===== config.mk =====
export PLATFORM = sky130hd
export DESIGN_NAME = ir_regfile_alu_seq_flat
export DESIGN_NICKNAME = d
export VERILOG_FILES = /design/src/rtl/ir_regfile_alu_seq_pkg.sv /design/src/rtl/ir_regfile_alu_seq_if.sv /design/src/rtl/ir_regfile_alu_seq_alu.sv /design/src/rtl/ir_regfile_alu_seq.sv /design/src/flat_wrapper.sv
export SDC_FILE = /design/constraint.sdc
export NUM_CORES = 2
export LEC_CHECK = 0
export ABC_CLOCK_PERIOD_IN_PS = 6500
export CAP_MARGIN = 10
export CORE_UTILIZATION = 60
export DETAILED_ROUTE_END_ITERATION = 10
export PLACE_DENSITY_LB_ADDON = 0.1
export SETUP_SLACK_MARGIN = 0.5
export SLEW_MARGIN = 20
export SYNTH_ARGS = -nofsm -noshare
export SYNTH_HDL_FRONTEND = slang
export SYNTH_SLANG_ARGS = --single-unit

===== constraint.sdc =====
create_clock -name clk -period 6.5 [get_ports clk]
set_clock_uncertainty 0.05 [all_clocks]
set_input_delay 1.625 -clock clk [delete_from_list [all_inputs] [get_ports clk]]
set_output_delay 1.625 -clock clk [all_outputs]
set_load 0.005 [all_outputs]

===== src/rtl/ir_regfile_alu_seq_pkg.sv =====
// Shared opcodes, funct codes, ALU operation and sequencer state types for the IR/regfile/ALU slice.
package ir_alu_pkg;

  localparam logic [5:0] OP_RTYPE = 6'h00;
  localparam logic [5:0] OP_JAL   = 6'h03;
  localparam logic [5:0] OP_ADDI  = 6'h08;
  localparam logic [5:0] OP_SLTI  = 6'h0A;
  localparam logic [5:0] OP_ORI   = 6'h0D;
  localparam logic [5:0] OP_LUI   = 6'h0F;

  localparam logic [5:0] FN_ADD = 6'h20;
  localparam logic [5:0] FN_SUB = 6'h22;
  localparam logic [5:0] FN_AND = 6'h24;
  localparam logic [5:0] FN_OR  = 6'h25;
  localparam logic [5:0] FN_XOR = 6'h26;
  localparam logic [5:0] FN_SLT = 6'h2A;

  localparam logic [4:0] LINK_REG = 5'd31;

  typedef enum logic [2:0] {ADD, SUB, AND, OR, XOR, SLT, LUI, PASS} alu_op_t;
  typedef enum logic [1:0] {IDLE, DECODE, EXEC, WB} state_t;

  // r0 is hardwired to zero and indices past the implemented file do not exist
  function automatic logic reg_ok(input logic [4:0] idx, input int nregs);
    return (idx != 5'd0) && (int'(idx) < nregs);
  endfunction

endpackage


===== src/rtl/ir_regfile_alu_seq_if.sv =====
// Instruction issue handshake, registered result flags and debug register read port.
interface ir_regfile_alu_seq_if #(
  parameter int WIDTH = 32
);
  logic             instr_valid;
  logic             instr_ready;
  logic [31:0]      instr_in;
  logic [WIDTH-1:0] pc_in;
  logic [WIDTH-1:0] result;
  logic             zero;
  logic             overflow;
  logic             illegal;
  logic             done;
  logic [4:0]       dbg_addr;
  logic [WIDTH-1:0] dbg_data;

  modport master (
    output instr_valid, instr_in, pc_in, dbg_addr,
    input  instr_ready, result, zero, overflow, illegal, done, dbg_data
  );

  modport slave (
    input  instr_valid, instr_in, pc_in, dbg_addr,
    output instr_ready, result, zero, overflow, illegal, done, dbg_data
  );
endinterface


===== src/rtl/ir_regfile_alu_seq_alu.sv =====
// Combinational ALU: y/zero/signed-overflow for one alu_op_t, no state.
// Overflow is reported only for ADD and SUB; every other op clears it.
module irx_alu
  import ir_alu_pkg::*;
#(
  parameter int WIDTH = 32
) (
  input  logic [WIDTH-1:0] a,
  input  logic [WIDTH-1:0] b,
  input  alu_op_t          op,
  output logic [WIDTH-1:0] y,
  output logic             zero,
  output logic             ovf
);

  always_comb begin
    y   = '0;
    ovf = 1'b0;
    case (op)
      ADD: begin
        y   = a + b;
        ovf = (a[WIDTH-1] == b[WIDTH-1]) && (y[WIDTH-1] != a[WIDTH-1]);
      end
      SUB: begin
        y   = a - b;
        ovf = (a[WIDTH-1] != b[WIDTH-1]) && (y[WIDTH-1] != a[WIDTH-1]);
      end
      AND:  y = a & b;
      OR:   y = a | b;
      XOR:  y = a ^ b;
      SLT:  y = WIDTH'($signed(a) < $signed(b));
      LUI:  y = b << 16;
      PASS: y = b;
      default: y = '0;
    endcase
  end

  assign zero = (y == '0);

endmodule


===== src/rtl/ir_regfile_alu_seq.sv =====
// Multicycle IR/regfile/ALU slice: IDLE -> DECODE -> EXEC -> WB, one instruction per handshake.
// Accept at edge N, done high for the cycle ending at edge N+3, ready again for an accept at N+4.
module ir_regfile_alu_seq
  import ir_alu_pkg::*;
#(
  parameter int WIDTH = 32,
  parameter int NREGS = 32
) (
  input  logic                clk,
  input  logic                rst_n,
  ir_regfile_alu_seq_if.slave bus
);

  localparam int REG_AW = $clog2(NREGS);

  state_t           state, state_nxt;
  logic [31:0]      ir;
  logic [WIDTH-1:0] pc;
  logic [WIDTH-1:0] a_q, b_q;
  alu_op_t          op_q;
  logic [4:0]       dest_q;
  logic             legal_q;
  logic [WIDTH-1:0] result_q;
  logic             zero_q, ovf_q, illegal_q;
  logic [WIDTH-1:0] regs [NREGS];

  logic [5:0]  op_f, funct_f;
  logic [4:0]  rs_f, rt_f, rd_f;
  logic [15:0] imm_f;

  assign op_f    = ir[31:26];
  assign rs_f    = ir[25:21];
  assign rt_f    = ir[20:16];
  assign rd_f    = ir[15:11];
  assign imm_f   = ir[15:0];
  assign funct_f = ir[5:0];

  function automatic logic [WIDTH-1:0] rf_rd(input logic [4:0] idx);
    return reg_ok(idx, NREGS) ? regs[idx[REG_AW-1:0]] : '0;
  endfunction

  logic [WIDTH-1:0] rs_val, rt_val, dbg_val;

  always_comb begin
    rs_val  = rf_rd(rs_f);
    rt_val  = rf_rd(rt_f);
    dbg_val = rf_rd(bus.dbg_addr);
  end

  // Undecodable instructions fall through as PASS of zero so result=0/zero=1 come for free
  alu_op_t          dec_op;
  logic [WIDTH-1:0] dec_b;
  logic [4:0]       dec_dest;
  logic             dec_legal;

  always_comb begin
    dec_op    = PASS;
    dec_b     = '0;
    dec_dest  = rd_f;
    dec_legal = 1'b0;
    case (op_f)
      OP_RTYPE: begin
        dec_b     = rt_val;
        dec_legal = 1'b1;
        case (funct_f)
          FN_ADD: dec_op = ADD;
          FN_SUB: dec_op = SUB;
          FN_AND: dec_op = AND;
          FN_OR:  dec_op = OR;
          FN_XOR: dec_op = XOR;
          FN_SLT: dec_op = SLT;
          default: begin
            dec_legal = 1'b0;
            dec_b     = '0;
          end
        endcase
      end
      OP_ADDI: begin
        dec_op = ADD; dec_b = WIDTH'($signed(imm_f)); dec_dest = rt_f; dec_legal = 1'b1;
      end
      OP_SLTI: begin
        dec_op = SLT; dec_b = WIDTH'($signed(imm_f)); dec_dest = rt_f; dec_legal = 1'b1;
      end
      OP_ORI: begin
        dec_op = OR; dec_b = WIDTH'(imm_f); dec_dest = rt_f; dec_legal = 1'b1;
      end
      OP_LUI: begin
        dec_op = LUI; dec_b = WIDTH'(imm_f); dec_dest = rt_f; dec_legal = 1'b1;
      end
      OP_JAL: begin
        dec_op = PASS; dec_b = pc + WIDTH'(32'd4); dec_dest = LINK_REG; dec_legal = 1'b1;
      end
      default: ;
    endcase
  end

  logic [WIDTH-1:0] alu_y;
  logic             alu_zero, alu_ovf;

  irx_alu #(.WIDTH(WIDTH)) u_alu (
    .a    (a_q),
    .b    (b_q),
    .op   (op_q),
    .y    (alu_y),
    .zero (alu_zero),
    .ovf  (alu_ovf)
  );

  always_ff @(posedge clk or negedge rst_n) begin
    if (!rst_n) state <= IDLE;
    else        state <= state_nxt;
  end

  logic ready_c, done_c;

  always_comb begin
    state_nxt = state;
    ready_c   = 1'b0;
    done_c    = 1'b0;
    case (state)
      IDLE: begin
        ready_c = 1'b1;
        if (bus.instr_valid) state_nxt = DECODE;
      end
      DECODE: state_nxt = EXEC;
      EXEC:   state_nxt = WB;
      WB: begin
        done_c    = 1'b1;
        state_nxt = IDLE;
      end
      default: state_nxt = IDLE;
    endcase
  end

  always_ff @(posedge clk or negedge rst_n) begin
    if (!rst_n) begin
      ir        <= '0;
      pc        <= '0;
      a_q       <= '0;
      b_q       <= '0;
      op_q      <= PASS;
      dest_q    <= '0;
      legal_q   <= 1'b0;
      result_q  <= '0;
      zero_q    <= 1'b0;
      ovf_q     <= 1'b0;
      illegal_q <= 1'b0;
    end else begin
      case (state)
        IDLE: if (bus.instr_valid) begin
          ir <= bus.instr_in;
          pc <= bus.pc_in;
        end
        DECODE: begin
          a_q     <= rs_val;
          b_q     <= dec_b;
          op_q    <= dec_op;
          dest_q  <= dec_dest;
          legal_q <= dec_legal;
        end
        EXEC: begin
          result_q  <= alu_y;
          zero_q    <= alu_zero;
          ovf_q     <= alu_ovf;
          illegal_q <= !legal_q;
        end
        default: ;
      endcase
    end
  end

  always_ff @(posedge clk or negedge rst_n) begin
    if (!rst_n) begin
      for (int i = 0; i < NREGS; i++) regs[i] <= '0;
    end else if (state == WB && legal_q && reg_ok(dest_q, NREGS)) begin
      regs[dest_q[REG_AW-1:0]] <= result_q;
    end
  end

  assign bus.instr_ready = ready_c;
  assign bus.done        = done_c;
  assign bus.result      = result_q;
  assign bus.zero        = zero_q;
  assign bus.overflow    = ovf_q;
  assign bus.illegal     = illegal_q;
  assign bus.dbg_data    = dbg_val;

endmodule


===== src/flat_wrapper.sv =====
// flat-port wrapper written by rule: the top's interface ports become plain ports
module ir_regfile_alu_seq_flat import ir_alu_pkg::*;
#(
  parameter int WIDTH = 32,
  parameter int NREGS = 32
)
  (clk, rst_n, bus_instr_valid, bus_instr_in, bus_pc_in, bus_dbg_addr, bus_instr_ready, bus_result, bus_zero, bus_overflow, bus_illegal, bus_done, bus_dbg_data);
  ir_regfile_alu_seq_if #(.WIDTH(WIDTH)) bus_i ();
  input  logic clk;
  input  logic rst_n;
  input wire logic [$bits(bus_i.instr_valid)-1:0] bus_instr_valid;
  input wire logic [$bits(bus_i.instr_in)-1:0] bus_instr_in;
  input wire logic [$bits(bus_i.pc_in)-1:0] bus_pc_in;
  input wire logic [$bits(bus_i.dbg_addr)-1:0] bus_dbg_addr;
  output wire logic [$bits(bus_i.instr_ready)-1:0] bus_instr_ready;
  output wire logic [$bits(bus_i.result)-1:0] bus_result;
  output wire logic [$bits(bus_i.zero)-1:0] bus_zero;
  output wire logic [$bits(bus_i.overflow)-1:0] bus_overflow;
  output wire logic [$bits(bus_i.illegal)-1:0] bus_illegal;
  output wire logic [$bits(bus_i.done)-1:0] bus_done;
  output wire logic [$bits(bus_i.dbg_data)-1:0] bus_dbg_data;
  assign bus_i.instr_valid = bus_instr_valid;
  assign bus_i.instr_in = bus_instr_in;
  assign bus_i.pc_in = bus_pc_in;
  assign bus_i.dbg_addr = bus_dbg_addr;
  assign bus_instr_ready = bus_i.instr_ready;
  assign bus_result = bus_i.result;
  assign bus_zero = bus_i.zero;
  assign bus_overflow = bus_i.overflow;
  assign bus_illegal = bus_i.illegal;
  assign bus_done = bus_i.done;
  assign bus_dbg_data = bus_i.dbg_data;
  ir_regfile_alu_seq #(.WIDTH(WIDTH), .NREGS(NREGS)) u_core (.clk(clk), .rst_n(rst_n), .bus(bus_i));
endmodule

==> flow_summary.yaml <==
synthesis:
  synthDistinctLibCells: 89
  synthMuxAreaShare_pct: 42.6
  synth-edff-count: 0
  synth_fp_nets: 5880
  yosys_register_bits: 1198
  synthArstFlopShare_pct: 100
  synthXorXnorAreaFrac_pct: 0.572
  synth-simple-area-share_pct: 3.82
  synthAdderAreaFrac_pct: 1.74
  synth_top_family_by_area: "multiplexers"
  syn-cell-area_um2: 75100
  yosysSeqAreaShare_pct: 39.9
  synth_flop_cell: "dfrtp_1"
  yosys_warnings: 0
  synth_compound_area_share_pct: 7.66
  synth.avg_cell_area_um2: 13.2
  synth_cells: 5705
floorplan:
  num_rows: 129
  fp.dieW_um: 356
  initial_utilization_pct: 60.6
  io_pins: 141
  die_y_um: 356
  core_area_um2: 124000
  dieArea_um2: 127000
clock_tree:
  cts_buffers: 134
  post_cts_buffers: 0
  cts_buffer_depth: 3
  htree_levels: 4
  cts_tree: "yes"
  cts.sinks: 1198
  cts_hold_buf: 0
  cts.clk_slew.worst_paths_ns: 0.06
  clk_root_buffer_cell: "clkbuf_16"
  clk_latency_ns: 0.81
critical_path:
  r2r_slack_ns: 1.74
  path_max_fanout: 37
  crit_path_end_kind: "output pin"
  arrival_ns: 4.26
  cp-start-kind: "primary input"
  critical_path_required_ns: 4.83
  worstSetupPathType: "in2out"
routing:
  post_drt_wl_per_cell_um: 35.5
  dr_total_vias: 54700
  final_antenna_net_count: 0
  drt_iter0_markers: 6512
  detail_route.first_pass.iterations: 11
  drc: 34
  wl_um: 259000
  vias_per_cell: 7.51
finish:
  fin_nets: 5719
  areaGrowthSynthToFinish_pct: 10.1
  fin_util_pct: 66.7
  multi_input_area_um2: 42700
  drive_gt1_share_pct: 40.9
  register_area_um2: 30000
  nFillCells: 9027
  layout_common_cells: "dfrtp_1 (1183), mux2_2 (1072), mux4_2 (773)"
  final_common_cell: "dfrtp_1"
pwr:
  p_total_mw: 37.7
  pwr_density_cell_nw_per_um2: 455
  ir_drop_mv: 0.364
  power_leakage_nw: 35.6
timing:
  fin_crit_sh_pct: 91.3
  setup_tns_ns: 0
  slew_headroom_pct: 20.3
  period_needed_ns: 5.93
  hold_violations: 0
  fmax_mhz: 169
  worst_pin_slew_ns: 1.20
  drv_slew: 0
  setup_viol: 0
  rsz0062_at_grt: "no"
hold_path:
  hold_class: "reg2reg"
grt:
  grt_pass1_vias: 53700
  grt_max_degree: 169
  grt_pass1_wl_um: 379000
  overflow: 0
  antenna_found_initial: 13
  track_usage_pct: 41.4
run_status:
  outcome: "finished with violations"
  violations: "DRC"
place:
  hpwl_um: 159000
  place.gp.congestion: 1.06
  port_buffers: 140
run:
  drv_cap: 0
-- area by class of cell --
cell class	count	area share [%]
Multi-Input combinational cell	3789	51.6
Sequential cell	1198	36.3
Timing Repair Buffer	306	3.70
Clock inverter	50	0.720
Inverter	115	0.522
Antenna cell	5	0.0151
Tap cell	1637	2.48
Clock buffer	186	4.64
-- cell families after synthesis --
kind of cell / after synthesis
buf+inv: 718
xor+xnor: 49
simple gates: 626
mux: 2097
fa+ha+maj: 103
flops: 1198
compound gates: 914
-- state kept, by name, summed over array words and instances, names as in the netlist --
register / cells
u_core.op_q: 3
u_core.ir: 32
u_core.bus.zero: 1
u_core.a_q: 32
u_core.pc: 32
u_core.state: 2
u_core.bus.result: 32
u_core.bus.overflow: 1
u_core.legal_q: 1
u_core.bus.illegal: 1
u_core.dest_q: 5
u_core.b_q: 32
u_core.regs: 1024
-- synthesized netlist by cell type, drive strengths merged, types with 12 or more instances --
cell       n  area [um^2]
a211oi    30          235
a21oi    262         1320
a221oi    17          149
a222oi    15          150
a22oi     12         90.1
a31oi     18          119
and3      15         93.8
buf      110          453
clkbuf   493         1850
dfrtp   1195        29900
ha       101         1260
inv      115          432
mux2    1073        12100
mux2i    251         2510
mux4     773        17400
nand2    193          724
nand2b    15         93.8
nand3     34          170
nand4     14         87.6
nor2     205          769
nor2b     20          125
nor3      71          360
nor4      14          100
o211ai    13         97.6
o21ai    229         1150
o221ai    70          613
o22ai    144          901
o311ai    13          121
o31ai     14          119
xnor2     35          307
xor2      14          123
-- path summary, 6_finish.rpt --
check,from,endpoint,cells past startpoint
max in group asynchronous,rst_n,u_core.regs[623]$_DFFE_PN0P_,2
worst max-delay path,bus_dbg_addr[0],bus_dbg_data[16],7
worst min register to register,u_core.regs[1000]$_DFFE_PN0P_,u_core.regs[1000]$_DFFE_PN0P_,0
worst max register to register,u_core.b_q[6]$_DFFE_PN0N_,u_core.bus.zero$_DFFE_PN0P_,13
worst min-delay path,u_core.regs[1000]$_DFFE_PN0P_,u_core.regs[1000]$_DFFE_PN0P_,0
min in group asynchronous,rst_n,u_core.regs[348]$_DFFE_PN0P_,1
-- metrics by stage --
stage	instances	hold slack [ns]	setup slack (ns)	instance area (um^2)
2_1_floorplan	5705	0.412	0.819	75100
3_3_place_gp	7044	0.353	0.472	78200
3_5_place_dp	7044	0.354	0.463	78200
4_1_cts	7280	0.370	0.462	82600
5_1_grt	7284	0.383	0.523	82700
6_report	7286	0.368	0.569	82700
-- critical path, cell delays in order --
cell and delay (ns):
buf_12 0.29, buf_16 0.30, mux4_2 0.55, mux4_2 0.49, mux2i_1 0.31, nor2_1 0.13, clkdlybuf4s50_1 0.47
-- report_power, final --
group | total (mW) | leakage [nW] | internal (mW) | switching, mW
clock network | 7.75 | 2.15 | 4.50 | 3.25
logic | 17.1 | 17.1 | 7.82 | 9.30
registers | 12.8 | 16.3 | 9.58 | 3.19
-- per-layer routing --
layer	up-vias	part of all wire (%)	track usage, %
met1	28700	37	54.8
met4	12	6.9	24.9
met2	3364	45	61.3
met5	-	0.031	0
li1	21900	-	-
met3	810	11	11.3
-- what timing repair did --
action | CTS | global route
hold endpoints to repair | 0 | 0
gates resized for setup | 1 | 5
endpoints found under the setup margin | 5 | 15
cloned | 0 | 1
Note: power is estimated with default switching activity, not from simulation.
